$ cat src/rtl/dram_fetch_to_swizzle_pkg.sv
// Shared definitions for the DRAM fetch front end of the swizzle path.
// Contents:
//   DEF_*          default widths and depths used by the fetch block and its FIFO
//   fetch_state_t  fetch controller state encoding
package dram_fetch_pkg;

  localparam int DEF_MEM_CTRL_DWIDTH = 40;
  localparam int DEF_MEM_CTRL_AWIDTH = 9;
  localparam int DEF_FIFO_DEPTH      = 8;
  localparam int DEF_LOG_FIFO_DEPTH  = 3;
  localparam int DEF_CNT_WIDTH       = 16;

  typedef enum logic [1:0] {
    ST_IDLE  = 2'd0,
    ST_FETCH = 2'd1,
    ST_DRAIN = 2'd2,
    ST_DONE  = 2'd3
  } fetch_state_t;

endpackage

$ cat src/rtl/dram_fetch_to_swizzle_fetch_rsp_fifo.sv
// Response buffer between the memory controller and the output register.
// Ports:
//   i_clk, i_reset   clock, asynchronous active-high reset (empties the FIFO)
//   i_push, i_push_data   write one word
//   i_pop            remove the head word (caller only pops when not empty)
//   o_head           word at the head of the FIFO
//   o_count          number of stored words, 0..DEPTH
//   o_empty          no words stored
// Push while full is legal only together with a pop; the fetch controller's
// credit scheme guarantees that.
module fetch_rsp_fifo
  import dram_fetch_pkg::*;
#(
  parameter int DEPTH     = DEF_FIFO_DEPTH,
  parameter int LOG_DEPTH = DEF_LOG_FIFO_DEPTH,
  parameter int DWIDTH    = DEF_MEM_CTRL_DWIDTH
) (
  input  logic                 i_clk,
  input  logic                 i_reset,
  input  logic                 i_push,
  input  logic [DWIDTH-1:0]    i_push_data,
  input  logic                 i_pop,
  output logic [DWIDTH-1:0]    o_head,
  output logic [LOG_DEPTH:0]   o_count,
  output logic                 o_empty
);

  localparam logic [LOG_DEPTH-1:0] PTR_ONE = 1;
  localparam logic [LOG_DEPTH:0]   CNT_ONE = 1;

  logic [DWIDTH-1:0]    r_mem [DEPTH];
  logic [LOG_DEPTH-1:0] r_wr_ptr;
  logic [LOG_DEPTH-1:0] r_rd_ptr;
  logic [LOG_DEPTH:0]   r_count;

  always_ff @(posedge i_clk) begin
    if (i_push) r_mem[r_wr_ptr] <= i_push_data;
  end

  always_ff @(posedge i_clk or posedge i_reset) begin
    if (i_reset) begin
      r_wr_ptr <= '0;
      r_rd_ptr <= '0;
      r_count  <= '0;
    end else begin
      if (i_push) r_wr_ptr <= r_wr_ptr + PTR_ONE;
      if (i_pop)  r_rd_ptr <= r_rd_ptr + PTR_ONE;
      case ({i_push, i_pop})
        2'b10:   r_count <= r_count + CNT_ONE;
        2'b01:   r_count <= r_count - CNT_ONE;
        default: r_count <= r_count;
      endcase
    end
  end

  assign o_head  = r_mem[r_rd_ptr];
  assign o_count = r_count;
  assign o_empty = (r_count == '0);

endmodule

$ cat src/rtl/dram_fetch_to_swizzle.sv
// Fetch front end of the DRAM-to-CRAM swizzle stage. A start command issues
// num_words read requests from base_addr, responses are buffered in a
// credit-protected FIFO, and one word per cycle is presented to the swizzle.
// Ports:
//   i_clk, i_reset          clock, asynchronous active-high reset
//   i_start                 command, sampled only in IDLE
//   i_base_addr, i_num_words  transfer description, latched on start
//   o_busy, o_done          transfer in progress / one-cycle completion pulse
//   o_rsp_err               sticky: response seen with nothing outstanding
//   o_mem_req_*, i_mem_req_ready  read request channel
//   i_mem_rsp_valid/_data   in-order read responses, never stalled
//   i_out_ready             downstream accept (tied high for the swizzle)
//   o_data_valid, o_mem_ctrl_data_out  registered output word
//
// state | meaning
// IDLE  | waiting for start
// FETCH | issuing requests while credit is available
// DRAIN | all requests issued, waiting for responses and output to empty
// DONE  | one-cycle done pulse, then back to IDLE
module dram_fetch_to_swizzle
  import dram_fetch_pkg::*;
#(
  parameter int MEM_CTRL_DWIDTH = DEF_MEM_CTRL_DWIDTH,
  parameter int MEM_CTRL_AWIDTH = DEF_MEM_CTRL_AWIDTH,
  parameter int FIFO_DEPTH      = DEF_FIFO_DEPTH,
  parameter int LOG_FIFO_DEPTH  = DEF_LOG_FIFO_DEPTH,
  parameter int CNT_WIDTH       = DEF_CNT_WIDTH
) (
  input  logic                       i_clk,
  input  logic                       i_reset,
  input  logic                       i_start,
  input  logic [MEM_CTRL_AWIDTH-1:0] i_base_addr,
  input  logic [CNT_WIDTH-1:0]       i_num_words,
  output logic                       o_busy,
  output logic                       o_done,
  output logic                       o_rsp_err,
  output logic                       o_mem_req_valid,
  input  logic                       i_mem_req_ready,
  output logic [MEM_CTRL_AWIDTH-1:0] o_mem_req_addr,
  input  logic                       i_mem_rsp_valid,
  input  logic [MEM_CTRL_DWIDTH-1:0] i_mem_rsp_data,
  input  logic                       i_out_ready,
  output logic                       o_data_valid,
  output logic [MEM_CTRL_DWIDTH-1:0] o_mem_ctrl_data_out
);

  // Wide enough for outstanding + FIFO count + output register at their maxima.
  localparam int SUMW = LOG_FIFO_DEPTH + 2;
  localparam logic [LOG_FIFO_DEPTH:0] OUT_ONE = 1;

  fetch_state_t               r_state;
  logic                       r_busy;
  logic                       r_done;
  logic                       r_rsp_err;
  logic [MEM_CTRL_AWIDTH-1:0] r_addr;
  logic [CNT_WIDTH-1:0]       r_remaining;
  logic [LOG_FIFO_DEPTH:0]    r_outstanding;
  logic                       r_dv;
  logic [MEM_CTRL_DWIDTH-1:0] r_dout;

  logic [MEM_CTRL_DWIDTH-1:0] w_fifo_head;
  logic [LOG_FIFO_DEPTH:0]    w_fifo_count;
  logic                       w_fifo_empty;
  logic [SUMW-1:0]            w_credit_sum;
  logic                       w_req_valid;
  logic                       w_req_hs;
  logic                       w_rsp_ok;
  logic                       w_rsp_stray;
  logic                       w_pop;
  logic                       w_start_acc;

  // Every issued request owns a slot in the FIFO or the output register, so a
  // response can always be written. The sum only falls while a request waits,
  // which keeps mem_req_valid from being retracted.
  assign w_credit_sum = SUMW'(r_outstanding) + SUMW'(w_fifo_count) + SUMW'(r_dv);
  assign w_req_valid  = (r_state == ST_FETCH) && (r_remaining != '0) &&
                        (w_credit_sum < SUMW'(FIFO_DEPTH + 1));
  assign w_req_hs     = w_req_valid && i_mem_req_ready;
  assign w_rsp_ok     = i_mem_rsp_valid && (r_outstanding != '0);
  assign w_rsp_stray  = i_mem_rsp_valid && (r_outstanding == '0);
  assign w_pop        = !w_fifo_empty && (!r_dv || i_out_ready);
  assign w_start_acc  = i_start && (r_state == ST_IDLE);

  fetch_rsp_fifo #(
    .DEPTH     (FIFO_DEPTH),
    .LOG_DEPTH (LOG_FIFO_DEPTH),
    .DWIDTH    (MEM_CTRL_DWIDTH)
  ) u_fifo (
    .i_clk       (i_clk),
    .i_reset     (i_reset),
    .i_push      (w_rsp_ok),
    .i_push_data (i_mem_rsp_data),
    .i_pop       (w_pop),
    .o_head      (w_fifo_head),
    .o_count     (w_fifo_count),
    .o_empty     (w_fifo_empty)
  );

  always_ff @(posedge i_clk or posedge i_reset) begin
    if (i_reset) begin
      r_state     <= ST_IDLE;
      r_busy      <= 1'b0;
      r_done      <= 1'b0;
      r_addr      <= '0;
      r_remaining <= '0;
    end else begin
      r_done <= 1'b0;
      case (r_state)
        ST_IDLE: begin
          if (i_start) begin
            r_addr      <= i_base_addr;
            r_remaining <= i_num_words;
            if (i_num_words != '0) begin
              r_state <= ST_FETCH;
              r_busy  <= 1'b1;
            end else begin
              r_state <= ST_DONE;
            end
          end
        end
        ST_FETCH: begin
          if (w_req_hs) begin
            r_addr      <= r_addr + MEM_CTRL_AWIDTH'(1);
            r_remaining <= r_remaining - CNT_WIDTH'(1);
          end
          if (r_remaining == '0) r_state <= ST_DRAIN;
        end
        ST_DRAIN: begin
          if ((r_outstanding == '0) && w_fifo_empty && !r_dv) begin
            r_state <= ST_DONE;
            r_busy  <= 1'b0;
          end
        end
        ST_DONE: begin
          r_done  <= 1'b1;
          r_state <= ST_IDLE;
        end
        default: r_state <= ST_IDLE;
      endcase
    end
  end

  always_ff @(posedge i_clk or posedge i_reset) begin
    if (i_reset) begin
      r_outstanding <= '0;
      r_rsp_err     <= 1'b0;
    end else begin
      if (w_req_hs && !w_rsp_ok)      r_outstanding <= r_outstanding + OUT_ONE;
      else if (!w_req_hs && w_rsp_ok) r_outstanding <= r_outstanding - OUT_ONE;

      if (w_start_acc)      r_rsp_err <= w_rsp_stray;
      else if (w_rsp_stray) r_rsp_err <= 1'b1;
    end
  end

  always_ff @(posedge i_clk or posedge i_reset) begin
    if (i_reset) begin
      r_dv   <= 1'b0;
      r_dout <= '0;
    end else if (w_pop) begin
      r_dv   <= 1'b1;
      r_dout <= w_fifo_head;
    end else if (i_out_ready) begin
      r_dv   <= 1'b0;
    end
  end

  assign o_busy              = r_busy;
  assign o_done              = r_done;
  assign o_rsp_err           = r_rsp_err;
  assign o_mem_req_valid     = w_req_valid;
  assign o_mem_req_addr      = r_addr;
  assign o_data_valid        = r_dv;
  assign o_mem_ctrl_data_out = r_dout;

endmodule

$ cat config.mk
export PLATFORM = sky130hd
export DESIGN_NAME = dram_fetch_to_swizzle
export DESIGN_NICKNAME = d
export VERILOG_FILES = /design/src/rtl/dram_fetch_to_swizzle_pkg.sv /design/src/rtl/dram_fetch_to_swizzle_fetch_rsp_fifo.sv /design/src/rtl/dram_fetch_to_swizzle.sv
export SDC_FILE = /design/constraint.sdc
export NUM_CORES = 1
export LEC_CHECK = 0
export BUFFER_PORTS_ARGS = -buffer_cell sky130_fd_sc_hd__buf_2
export CAP_MARGIN = 20
export CORE_ASPECT_RATIO = 0.75
export CORE_UTILIZATION = 30
export CTS_BUF_LIST = sky130_fd_sc_hd__clkbuf_16
export CTS_CLUSTER_SIZE = 24
export DETAILED_ROUTE_END_ITERATION = 12
export GPL_TIMING_DRIVEN = 0
export MAX_ROUTING_LAYER = met4
export PLACE_DENSITY_LB_ADDON = 0.12
export SLEW_MARGIN = 15
export SYNTH_ARGS = -nofsm -noshare
export SYNTH_HDL_FRONTEND = slang
export SYNTH_SLANG_ARGS = --single-unit
export TNS_END_PERCENT = 10
$ cat constraint.sdc
create_clock -name i_clk -period 4.36 [get_ports i_clk]
set_input_delay 0.218 -clock i_clk [delete_from_list [all_inputs] [get_ports i_clk]]
set_output_delay 0.218 -clock i_clk [all_outputs]
set_load 0.05 [all_outputs]
Word-level counts from Yosys, hierarchy flattened
Memories as Yosys holds them, arrays and structs flattened. A register that Yosys moved wholly into a read port is not among the register bits. Cells that the tools add are included.

Add/subtract/negate cells: 10. Magnitude comparators: 1. Eq/ne operators: 10. Multiplexer cells: 25. Reduce and logical (&&, ||, !) cells: 32.

Operator list (number): $mux W16 (2); $pmux W16 S2 (1); $reduce_bool A16 Y1 (2); $mux W9 (2); $pmux W9 S2 (1); $logic_not A16 Y1 (1); $sub A16 B1 Y16 const B (1); $reduce_bool A2 Y1 (6); $logic_and A1 B1 Y1 (11); $mux W1 (10); $add A9 B1 Y9 const B (1); $add A4 B1 Y4 const B (2); $logic_not A4 Y1 (2); $mux W2 (4); $mux W4 (2); $pmux W2 S4 (1); $pmux W4 S2 (1); $sub A4 B1 Y4 const B (2); $add A3 B1 Y3 const B (2); $eq A2 B2 Y1 const B (3); $ne A2 B2 Y1 const B (3); $reduce_and A3 Y1 (2); $add A4 B4 Y5 (1); $add A5 B1 Y5 (1); 9 further kinds (14).

Register bits after elaboration: 45. RAM bits: 320. Input port bits: 71. Output and inout port bits: 54. Logic and storage cells: 90. Memories: 1.

Memories: u_fifo.r_mem (depth 8, bits a word 40, rd ports 1, clocked after memory_dff 1, wr ports 1, RTL line dram_fetch_to_swizzle_fetch_rsp_fifo.sv:31) `logic [DWIDTH-1:0] r_mem [DEPTH];`.

Depth between registers and ports, before layout
Gate-level depths: netlist of run 1.

Word-level depth: 9. Gate-level depth with buffers: 16. Depth with buffers taken out: 16.

By module
From an unflattened synthesis of run 1, not the netlist that was laid out.

Cells, all modules: 901. Area total of the unflattened synthesis: 16881.2 um^2.

Modules (own cells, without submodules): fetch_rsp_fifo (instances 1, cells an instance 522, area an instance 12913.6 um^2, sequential area each 9859.5 um^2); dram_fetch_to_swizzle (instances 1, cells an instance 379, area an instance 3967.6 um^2, sequential area each 1876.8 um^2).

Worst setup path after synthesis of run 1
Ideal clock, no wire load.

Path kind: reg-to-reg. Start point: reg r_outstanding[0]. End point: mem u_fifo.r_mem[0][0] in the netlist's numbering (enable). Library setup time: 487 ps. Arrival: 3666 ps. Required time: 3873 ps. Path slack: 207 ps. Stages on the path, launching flop included: 5. Buffers on the path: 0. Period minus slack after synthesis: 4153 ps. Path through: dfrtp_1 nor4_1 nor2b_1 nand2b_1 nor3_1.

Longest elaborated chain between the ends: 4.

Ends and longest elaborated chain: start, declared (RTL line dram_fetch_to_swizzle.sv:57) `logic [LOG_FIFO_DEPTH:0] r_outstanding;`; start signal, assigned (RTL line dram_fetch_to_swizzle.sv:148) `if (w_req_hs && !w_rsp_ok) r_outstanding <= r_outstanding + OUT_ONE;`; start signal, assigned (RTL line dram_fetch_to_swizzle.sv:149) `else if (!w_req_hs && w_rsp_ok) r_outstanding <= r_outstanding - OUT_ONE;`; $reduce_bool A4 Y1 (RTL line dram_fetch_to_swizzle.sv:79) `assign w_rsp_ok = i_mem_rsp_valid && (r_outstanding != '0);`; $logic_and A1 B1 Y1 (RTL line dram_fetch_to_swizzle.sv:79); $mux W1 (RTL line dram_fetch_to_swizzle_fetch_rsp_fifo.sv:37) `if (i_push) r_mem[r_wr_ptr] <= i_push_data;`; $mux W1 (not written as such) (RTL line dram_fetch_to_swizzle_fetch_rsp_fifo.sv:37); end, declared (RTL line dram_fetch_to_swizzle_fetch_rsp_fifo.sv:31).

No other way between the ends.

Worst setup path in the final report of run 1
Start point: reg r_outstanding[0]. End point: reg r_outstanding[3].

Longest elaborated chain between the ends: 8. Elaborated cells on any way between the ends: 16. Those cells by class: add/sub: 4; order compare: 1; mux: 2; reduce/logical: 9.

Ends and longest elaborated chain: $add A4 B4 Y5 (RTL line dram_fetch_to_swizzle.sv:75) `assign w_credit_sum = SUMW'(r_outstanding) + SUMW'(w_fifo_count) + SUMW'(r_dv);`; $add A5 B1 Y5 (RTL line dram_fetch_to_swizzle.sv:75); $lt A5 B4 Y1 (RTL line dram_fetch_to_swizzle.sv:77) `(w_credit_sum < SUMW'(FIFO_DEPTH + 1));`; $logic_and A1 B1 Y1 (RTL line dram_fetch_to_swizzle.sv:76) `assign w_req_valid = (r_state == ST_FETCH) && (r_remaining != '0) &&`; $logic_and A1 B1 Y1 (RTL line dram_fetch_to_swizzle.sv:78) `assign w_req_hs = w_req_valid && i_mem_req_ready;`; $logic_not A1 Y1 (RTL line dram_fetch_to_swizzle.sv:149); $logic_and A1 B1 Y1 (RTL line dram_fetch_to_swizzle.sv:149); $reduce_bool A2 Y1 (no line).

Parallel ways exist; a longest one is shown, timed or not. The select of a mux whose other input is x is not followed. A chain may end at the register's enable or synchronous reset.

==> results of run 1 <==
-- path summary, 6_finish.rpt --
| check | start | end | slack [ps] | depth (start not counted) |
|---|---|---|---|---|
| worst max-delay path | r_outstanding[0] | r_outstanding[3] | 360 | 16 |
| worst min-delay path | i_num_words[9] | r_remaining[9] | 50 | 3 |
| worst max register to register | r_outstanding[0] | r_outstanding[3] | 360 | 16 |
| worst min register to register | o_rsp_err | o_rsp_err | 510 | 1 |
| max in group asynchronous | i_reset | o_mem_ctrl_data_out[17] | 3490 | 4 |
| min in group asynchronous | i_reset | o_mem_ctrl_data_out[26] | 150 | 3 |
-- critical path, cell delays in order, from the launching register on --
cell	delay, ps
dfrtp_1	470
inv_1	90
fa_1	430
fa_1	550
nand4b_1	120
o211a_1	160
o2111ai_1	400
nand3_1	200
nor2_1	190
ha_1	220
inv_1	100
ha_1	270
a21o_1	170
a21oi_1	170
xnor2_1	130
nor2_1	60
xor2_1	140
-- cell usage in the layout (no fill, tap or decap), types with 4 or more instances in the layout --
| cell | netlist | routed |
|---|---|---|
| buf_16 | 0 | 9 |
| buf_2 | 11 | 135 |
| edfxtp_1 | 320 | 320 |
| nand2b_1 | 7 | 7 |
| clkinv_1 | 0 | 8 |
| buf_12 | 0 | 4 |
| a22o_1 | 7 | 7 |
| o22ai_1 | 7 | 7 |
| buf_6 | 0 | 4 |
| clkbuf_16 | 0 | 45 |
| a21oi_1 | 72 | 72 |
| mux4_2 | 80 | 80 |
| inv_1 | 20 | 29 |
| buf_1 | 5 | 5 |
| o32ai_1 | 5 | 5 |
| nand2_1 | 27 | 27 |
| clkinv_2 | 0 | 8 |
| a31oi_1 | 4 | 4 |
| xnor2_1 | 7 | 7 |
| clkbuf_1 | 25 | 25 |
| buf_4 | 0 | 8 |
| dlygate4sd3_1 | 0 | 60 |
| xor2_1 | 4 | 4 |
| fa_1 | 4 | 4 |
| nor4_1 | 8 | 8 |
| bufinv_16 | 0 | 5 |
| nor2_4 | 0 | 6 |
| nand4_1 | 5 | 5 |
| o21a_1 | 5 | 5 |
| ha_1 | 18 | 18 |
| nand3_1 | 11 | 11 |
| nor2_1 | 68 | 62 |
| mux2i_1 | 45 | 45 |
| o21ai_0 | 17 | 17 |
| dfrtp_1 | 85 | 85 |
-- flip-flops by register name, indices dropped and copies added, names as in the netlist --
name and count:
o_data_valid 1, o_mem_req_addr 9, o_mem_ctrl_data_out 40, o_busy 1
r_state 2, r_remaining 16, u_fifo.r_rd_ptr 3, o_rsp_err 1
u_fifo.o_count 4, u_fifo.r_mem 320, o_done 1, u_fifo.r_wr_ptr 3
r_outstanding 4
-- area by class of cell --
class	instances	area share
sequential	405	0.579
clock buffer	45	0.0556
tap	712	0.0440
antenna	3	0.000371
multi-input combinational	452	0.213
buffer	41	0.00828
inverter	20	0.00395
clock inverter	33	0.0135
timing repair buffer	209	0.0817
-- power by group --
| group | switching, mW | leakage [nW] | internal (mW) |
|---|---|---|---|
| Sequential | 0.422 | 3.88 | 5.03 |
| Clock | 1.51 | 0.727 | 2.16 |
| Combinational | 3.39 | 2.59 | 2.06 |
| Total | 5.32 | 7.20 | 9.25 |
-- per-layer routing --
metal / part of all wire / vias to the layer above
li1: - / 4172
met1: 0.48 / 4707
met2: 0.46 / 172
met3: 0.045 / 47
met4: 0.016 / 0
met5: 0 / -
-- metrics by stage --
stage          power, mW  TNS [ps]  hold slack, ps  cells  setup WS [ps]
2_1_floorplan       9.28         0             314    918            207
3_3_place_gp        10.9   -592200             431   1754          -3870
3_5_place_dp        11.0         0             189   1779            318
4_1_cts             14.8         0           0.312   1917            283
5_1_grt             15.4         0            36.7   1920           52.8
6_report            14.6         0            51.0   1920            362
-- what timing repair did --
action                                  in CTS  in global routing
setup buffers                                0                  0
endpoints found under the setup margin       0                  0
gates resized for setup                      0                  0
hold buffers                                60                  0
endpoints found under the hold margin      424                  0
-- cell families (layout without fill, tap and decap cells) --
family / count (synthesis) / after routing
xor gates and xnor gates: 11 / 11
DFF: 405 / 405
buffers and inverters: 61 / 348
other: 0 / 3
AOI/OAI and AO/OA: 136 / 136
adders and majority gates: 22 / 22
and+or+nand+nor: 156 / 156
muxes: 127 / 127
==> reports/metrics.yaml, run 1 <==
cp.required_ps: 4790
dr.pass1.iters: 4
antenna_left: 0
cp_data_arrival_time_ps: 4430
grt_pass1_wl_mm: 61.0
grtUsageMet1: 0.213
clockRootBuffer: "clkbuf_16"
synth_mux_area_frac: 0.140
synth_adder_area_share: 0.0188
grt_pass1_vias: 9449
io_pins: 125
synth_nets: 1011
synth_xor_area_frac: 0.00593
hold_path_class: "primary input to flop"
placed_cell_area_um2: 18200
period_minus_slack_ps: 4000
synth.avg_cell_area_um2: 17.7
setup-violations-final: 0
synth-simple-area-share: 0.0476
antenna_found_initial: 3
ys_seq_area_frac: 0.723
grt.met3_usage: 0.0308
grt_usage: 0.153
p_per_area_nw_per_um2: 719
grt_setup_unrepaired: "no"
area_growth_pct: 24.7
initial_core_util: 0.305
finalHoldViolCount: 0
p_leak_nw: 7.20
cts_made_buffers: 43
ys_warn_count: 0
synth-async-reset-ratio: 0.210
gp_congestion: 0.806
place_hpwl_mm: 26.2
startpoint_type: "flop"
cts_tree: "built"
worstSkewPairLatency_ps: 560
final_nets: 1265
finalCritPeriodShare: 0.917
cap_violations: 0
core_um2: 53200
worst_pin_slew_ps: 988
drt_iter0_markers: 641
fillers: 4940
final_util: 0.380
rows: 73
vdd_drop_max_v: 0.000302
gr-max-usage-layer: "met2"
ys_ff_latch: 405
synth_top_family_by_area: "multiplexers"
cts_max_level: 2
syn_inst: 918
max_freq_mhz: 250
synth_compound_area_frac: 0.0501
critPathKind: "flop to flop"
vias: 9098
routed_wl_mm: 40.3
syn_area_um2: 16200
netlist_top_cells_area: "edfxtp_1 (59%), dfrtp_1 (13%), mux4_2 (11%), mux2i_1 (2.8%), a21oi_1 (2.2%)"
crit_fanout: 5
synth-edff-count: 320
via_per_inst: 4.74
netlist_top_cells_count: "edfxtp_1 (320), dfrtp_1 (85), mux4_2 (80)"
routedWlPerCell_um: 21.0
multi_input_area_um2: 4320
cts.sink_count: 405
synth-main-ff-cell: "edfxtp_1"
drive_above_1_share: 0.266
cts_buffer_depth: 3
status: "finished, final reports clean"
place.port_buffers: 124
synth_top_area_frac: 0.592
slew-limit-headroom: 0.341
yosys.area.top_type: "edfxtp_1"
fin_worst_skew_ps: 15.0
cp-end-kind: "flop"
netlist-cell-type-count: 56
yosysMostFrequentCell: "edfxtp_1"
regArea_um2: 11700
die_y_um: 204
overflow: 0
die-width_um: 271
finalInstanceArea_um2: 20300
grt_max_degree: 64
die-area_um2: 55100
slew_violations: 0
drc: 0
path_clk_slew_ps: 60
grtUsageMet2: 0.230
No activity file was read; power rests on OpenSTA's default activity.
==> run 2, diff against run 1 <==
--- a/config.mk
+++ b/config.mk
@@ -7,6 +7,8 @@
 export LEC_CHECK = 0
 export BUFFER_PORTS_ARGS = -buffer_cell sky130_fd_sc_hd__buf_2
 export CAP_MARGIN = 20
+export CELL_PAD_IN_SITES_DETAIL_PLACEMENT = 1
+export CELL_PAD_IN_SITES_GLOBAL_PLACEMENT = 2
 export CORE_ASPECT_RATIO = 0.75
 export CORE_UTILIZATION = 30
 export CTS_BUF_LIST = sky130_fd_sc_hd__clkbuf_16
@@ -15,6 +17,7 @@
 export GPL_TIMING_DRIVEN = 0
 export MAX_ROUTING_LAYER = met4
 export PLACE_DENSITY_LB_ADDON = 0.12
+export REMOVE_ABC_BUFFERS = 1
 export SLEW_MARGIN = 15
 export SYNTH_ARGS = -nofsm -noshare
 export SYNTH_HDL_FRONTEND = slang
==> run 2 against run 1 <==
Net effect: power fell by 0.17%; hold slack got worse by 15 ps; final area rose by 0.48%; sequential cell count did not move; via count fell by 1.7%; setup slack improved by 39 ps; utilization rose by 0.18 points; critical path type unchanged.
==> reports/metrics.yaml, run 2 (synthesized netlist as in run 1, its figures left out) <==
routed_wl_mm: 40.2
antenna_found_initial: 4
cts_max_level: 2
rows: 73
startpoint_type: "flop"
die_y_um: 204
finalNonFillerCells: 1894
cp.required_ps: 4800
clockRootBuffer: "clkbuf_16"
cts.sink_count: 405
finalCritPeriodShare: 0.908
routedWlPerCell_um: 21.2
critPathKind: "flop to flop"
io_pins: 125
critPathSlowestCell: "fa_1"
grt_pass1_vias: 9796
placed_cell_area_um2: 18300
fin_worst_skew_ps: 17.7
cp_data_arrival_time_ps: 4400
crit_family: "adder cells"
cp-end-kind: "flop"
largest-register: "u_fifo.r_mem"
p_per_area_nw_per_um2: 714
largest_register_ffs: 320
layout_common_cells: "edfxtp_1 (320), buf_2 (124), dfrtp_1 (82)"
max_freq_mhz: 253
path_buf_inv: 2
final_nets: 1235
core_um2: 53200
crit_fanout: 5
drt_iter0_markers: 423
initial_core_util: 0.305
grt_setup_unrepaired: "no"
vias: 8945
final_common_cell: "edfxtp_1"
setup-violations-final: 0
path_clk_slew_ps: 60
cts_tree: "built"
die-area_um2: 55100
vdd_drop_max_v: 0.000300
crit_path_start: "r_outstanding[0]"
slew_violations: 0
cts_made_buffers: 45
max_stage_delay_ps: 550
grt_pass1_wl_mm: 62.0
min_from: "i_num_words[1]"
die-width_um: 271
gp_congestion: 0.724
grt_max_degree: 48
status: "finished, final reports clean"
area_growth_pct: 25.3
p_leak_nw: 7.23
finalHoldViolCount: 0
slew-limit-headroom: 0.403
place.port_buffers: 124
overflow: 0
reg2reg_from: "r_outstanding[0]"
grt_usage: 0.154
drive_above_1_share: 0.274
drc: 0
cap_violations: 0
hold_slack_ps: 36.5
worst_pin_slew_ps: 891
worstSkewPairLatency_ps: 570
cts_buffer_depth: 3
finalPower_mw: 14.5
antenna_left: 0
period_minus_slack_ps: 3960
finalInstanceArea_um2: 20400
crit_chain: "inv_1 > fa_1 > fa_1 > nand4b_1 > o211a_1 > o2111ai_2 > nand3_1 > nor2_1 > ha_1 > inv_1 > ha_1 > a21o_1 > a21oi_1 > xnor2_1 > nor2_1 > xor2_1"
via_per_inst: 4.72
hold_path_class: "primary input to flop"
dr.pass1.iters: 4
place_inst: 1748
place_hpwl_mm: 24.9
setup_tns_ps: 0
run 2: cell count changes in the layout (fill, tap and decap cells not counted), sizes merged:
cell | previous run | this run
buf | 165 | 159
bufinv | 5 | 2
clkbuf | 70 | 46
clkinv | 16 | 13
clkinvlp | 1 | 3
dlygate4sd3 | 60 | 59
inv | 31 | 40
run 2: final cells by class:
cell class / instances / area, µm²
Fill cell: 5316 / 32900
Sequential cell: 405 / 11700
Multi-Input combinational cell: 452 / 4350
Timing Repair Buffer: 218 / 1880
Clock buffer: 46 / 1150
Tap cell: 712 / 891
Clock inverter: 38 / 251
Inverter: 20 / 80.1
Antenna cell: 3 / 7.51
run 2: worst min-delay path, stage by stage:
cell and delay (ps):
buf_2 100, nand2_1 60, o21ai_0 60, nand2_1 50
o21ai_1 60
run 2: routing by layer:
metal	GRT usage	up-vias	part of all wire
li1	-	4114	-
met1	0.204	4641	0.47
met2	0.245	132	0.48
met3	0.0257	58	0.031
met4	0.0426	0	0.020
met5	-	-	0
run 2: path summary, 6_finish.rpt:
| path | endpoint | slack [ps] | depth (start not counted) |
|---|---|---|---|
| max in group asynchronous | u_fifo.r_rd_ptr[1] | 3460 | 4 |
| min reg2reg | u_fifo.o_count[3] | 500 | 1 |
| max reg2reg | r_outstanding[3] | 400 | 16 |
| min | r_remaining[1] | 40 | 5 |
| max | r_outstanding[3] | 400 | 16 |
| min in group asynchronous | o_mem_req_addr[7] | 220 | 3 |
run 2: what timing repair did:
| action | in CTS | in global routing |
|---|---|---|
| setup buffers | 0 | 0 |
| hold endpoints to repair | 376 | 0 |
| resized for setup | 0 | 1 |
| hold buffers | 59 | 0 |
| setup endpoints to repair | 0 | 1 |
run 2: through the flow:
| step | util | setup WS [ps] |
|---|---|---|
| floorplan | - | -818 |
| global placement | 0.330 | -4160 |
| detailed placement | 0.345 | 277 |
| CTS | 0.382 | 253 |
| global route | 0.382 | 118 |
| finish | 0.382 | 401 |
run 2: power breakdown:
group          switching (mW)  internal, mW  total [mW]
Sequential              0.658          5.04        5.70
Combinational            3.06          2.18        5.24
Clock                    1.56          2.04        3.60
==> run 3, diff against run 2 <==
==> constraint.sdc (replaced) <==
create_clock -name i_clk -period 3.55 [get_ports i_clk]
set_input_delay 0.1775 -clock i_clk [delete_from_list [all_inputs] [get_ports i_clk]]
set_output_delay 0.1775 -clock i_clk [all_outputs]
set_load 0.05 [all_outputs]
==> run 3 against run 2 <==
Net effect: cell count increased by 1.0%; first-iteration DRC count grew 8.7%; sequential power grew 23%; sequential share of layout area shrank 0.60 points; clock power grew 23%; non-clock buffer count rose by 19; register-to-register slack got worse by 190 ps; via count grew 0.93%; routed wire length increased by 0.85%; critical path depth did not move.
==> reports/metrics.yaml, run 3 (synthesized netlist as in run 1, its figures left out) <==
drc: 0
setup-violations-final: 0
place_hpwl_mm: 24.9
critPathMostFrequentCell: "inv_2"
critical_path_cell_count: 16
critPathKind: "flop to flop"
path_clk_slew_ps: 50
die_y_um: 204
critPathSlowestCell: "fa_1"
min_from: "i_base_addr[8]"
initial_core_util: 0.305
clockRootBuffer: "clkbuf_16"
reg2reg_from: "u_fifo.o_count[0]"
crit_fanout: 3
dr.pass1.iters: 4
cp-end-kind: "flop"
io_pins: 125
period_minus_slack_ps: 3340
placed_cell_area_um2: 18300
grt_usage: 0.155
vias: 9028
finalInstanceArea_um2: 20600
fillers: 5306
max_freq_mhz: 299
area_growth_pct: 26.6
overflow: 0
worstSkewPairLatency_ps: 580
cts_buffer_depth: 3
final_util: 0.386
gp_congestion: 0.724
cts.sink_count: 405
cts_max_level: 2
layout_common_cells: "edfxtp_1 (320), buf_2 (124), dfrtp_1 (81)"
antenna_left: 0
finalCritPeriodShare: 0.942
slew-limit-headroom: 0.386
hold_depth: 5
startpoint_type: "flop"
die-area_um2: 55100
grtUsageMet1: 0.204
die-width_um: 271
grt_pass1_wl_mm: 62.4
min_to: "o_mem_req_addr[8]"
drt_iter0_markers: 460
place_inst: 1748
largest-register: "u_fifo.r_mem"
antenna_found_initial: 4
place.port_buffers: 124
r2r_slack_ps: 210
routedWlPerCell_um: 21.2
r2r_cells: 16
max_stage_delay_ps: 540
fin_ws_ps: 207
crit_family: "adder cells"
cp.required_ps: 4000
p_leak_nw: 7.33
via_per_inst: 4.72
path_buf_inv: 2
place_ws_ps: -533
drive_above_1_share: 0.285
grt_max_degree: 48
worst_pin_slew_ps: 917
hold_slack_ps: 88.9
largest_register_ffs: 320
cts_tree: "built"
grtUsageMet2: 0.247
finalNonFillerCells: 1913
cts_made_buffers: 45
status: "finished, final reports clean"
final_common_cell: "edfxtp_1"
routed_wl_mm: 40.5
vdd_drop_max_v: 0.000369
fin_worst_skew_ps: 15.6
grt_pass1_vias: 9880
cap_violations: 0
p_per_area_nw_per_um2: 878
cp_data_arrival_time_ps: 3790
rows: 73
crit_chain: "inv_2 > fa_2 > fa_1 > nand4b_1 > o211a_1 > o2111ai_4 > nand3_2 > nor2_2 > ha_2 > inv_2 > ha_4 > a21o_1 > a21oi_2 > xnor2_1 > nor2_1 > xor2_1"
slew_violations: 0
final_nets: 1254
timing.rr.end: "r_outstanding[3]"
gr-max-usage-layer: "met2"
hold_path_class: "primary input to flop"
grt.met3_usage: 0.0258
core_um2: 53200
finalHoldViolCount: 0
## run 3: timing repair
action / 4_1_cts / 5_1_grt
hold endpoints to repair: 386 / 0
resized for setup: 10 / 3
hold buffers: 69 / 0
pin swaps: 10 / 11
endpoints found under the setup margin: 4 / 1
buffers inserted: 6 / 3
## run 3: area by class of cell
class	count	area, µm²	share of cell area
clock buffers	46	1150	0.0560
repair buffers	237	2050	0.0994
multi-input cells	452	4400	0.214
inverters	20	80.1	0.00389
well taps	712	891	0.0433
diodes	3	7.51	0.000365
clock inverters	38	251	0.0122
flip-flops and latches	405	11700	0.571
## run 3: tightest hold or removal path, cell delays in order
cell	delay [ps]
buf_2	100
nor2_1	80
a21oi_1	70
o32ai_1	120
a311oi_1	60
## run 3: per-layer routing
| layer | wire length [µm] | vias up |
|---|---|---|
| met5 | 0 | - |
| met4 | 809 | 0 |
| met3 | 1300 | 57 |
| met2 | 19600 | 147 |
| met1 | 18800 | 4668 |
| li1 | - | 4156 |
## run 3: report_power, final
part | internal, mW | switching [mW] | total (mW)
logic | 2.81 | 3.83 | 6.65
clock network | 2.51 | 1.92 | 4.43
registers | 6.19 | 0.801 | 6.99
## run 3: worst max path at each step
stage                           start                 to  slack (ps)
finish              u_fifo.o_count[0]   r_outstanding[3]         210
global route        u_fifo.o_count[0]   r_outstanding[3]          -3
CTS                  r_outstanding[0]   r_outstanding[3]          10
detailed placement   r_outstanding[0]   r_outstanding[3]        -530
global placement    u_fifo.o_count[2]  u_fifo.o_count[3]       -4970
floorplan                o_data_valid  u_fifo.o_count[3]       -1630
## run 3: per-stage QoR
stage	power (mW)	setup TNS, ps
finish	18.1	0
global placement	13.3	-1198930
detailed placement	13.6	-983
global route	19.2	-3.26
floorplan	11.5	-87720
CTS	18.4	0
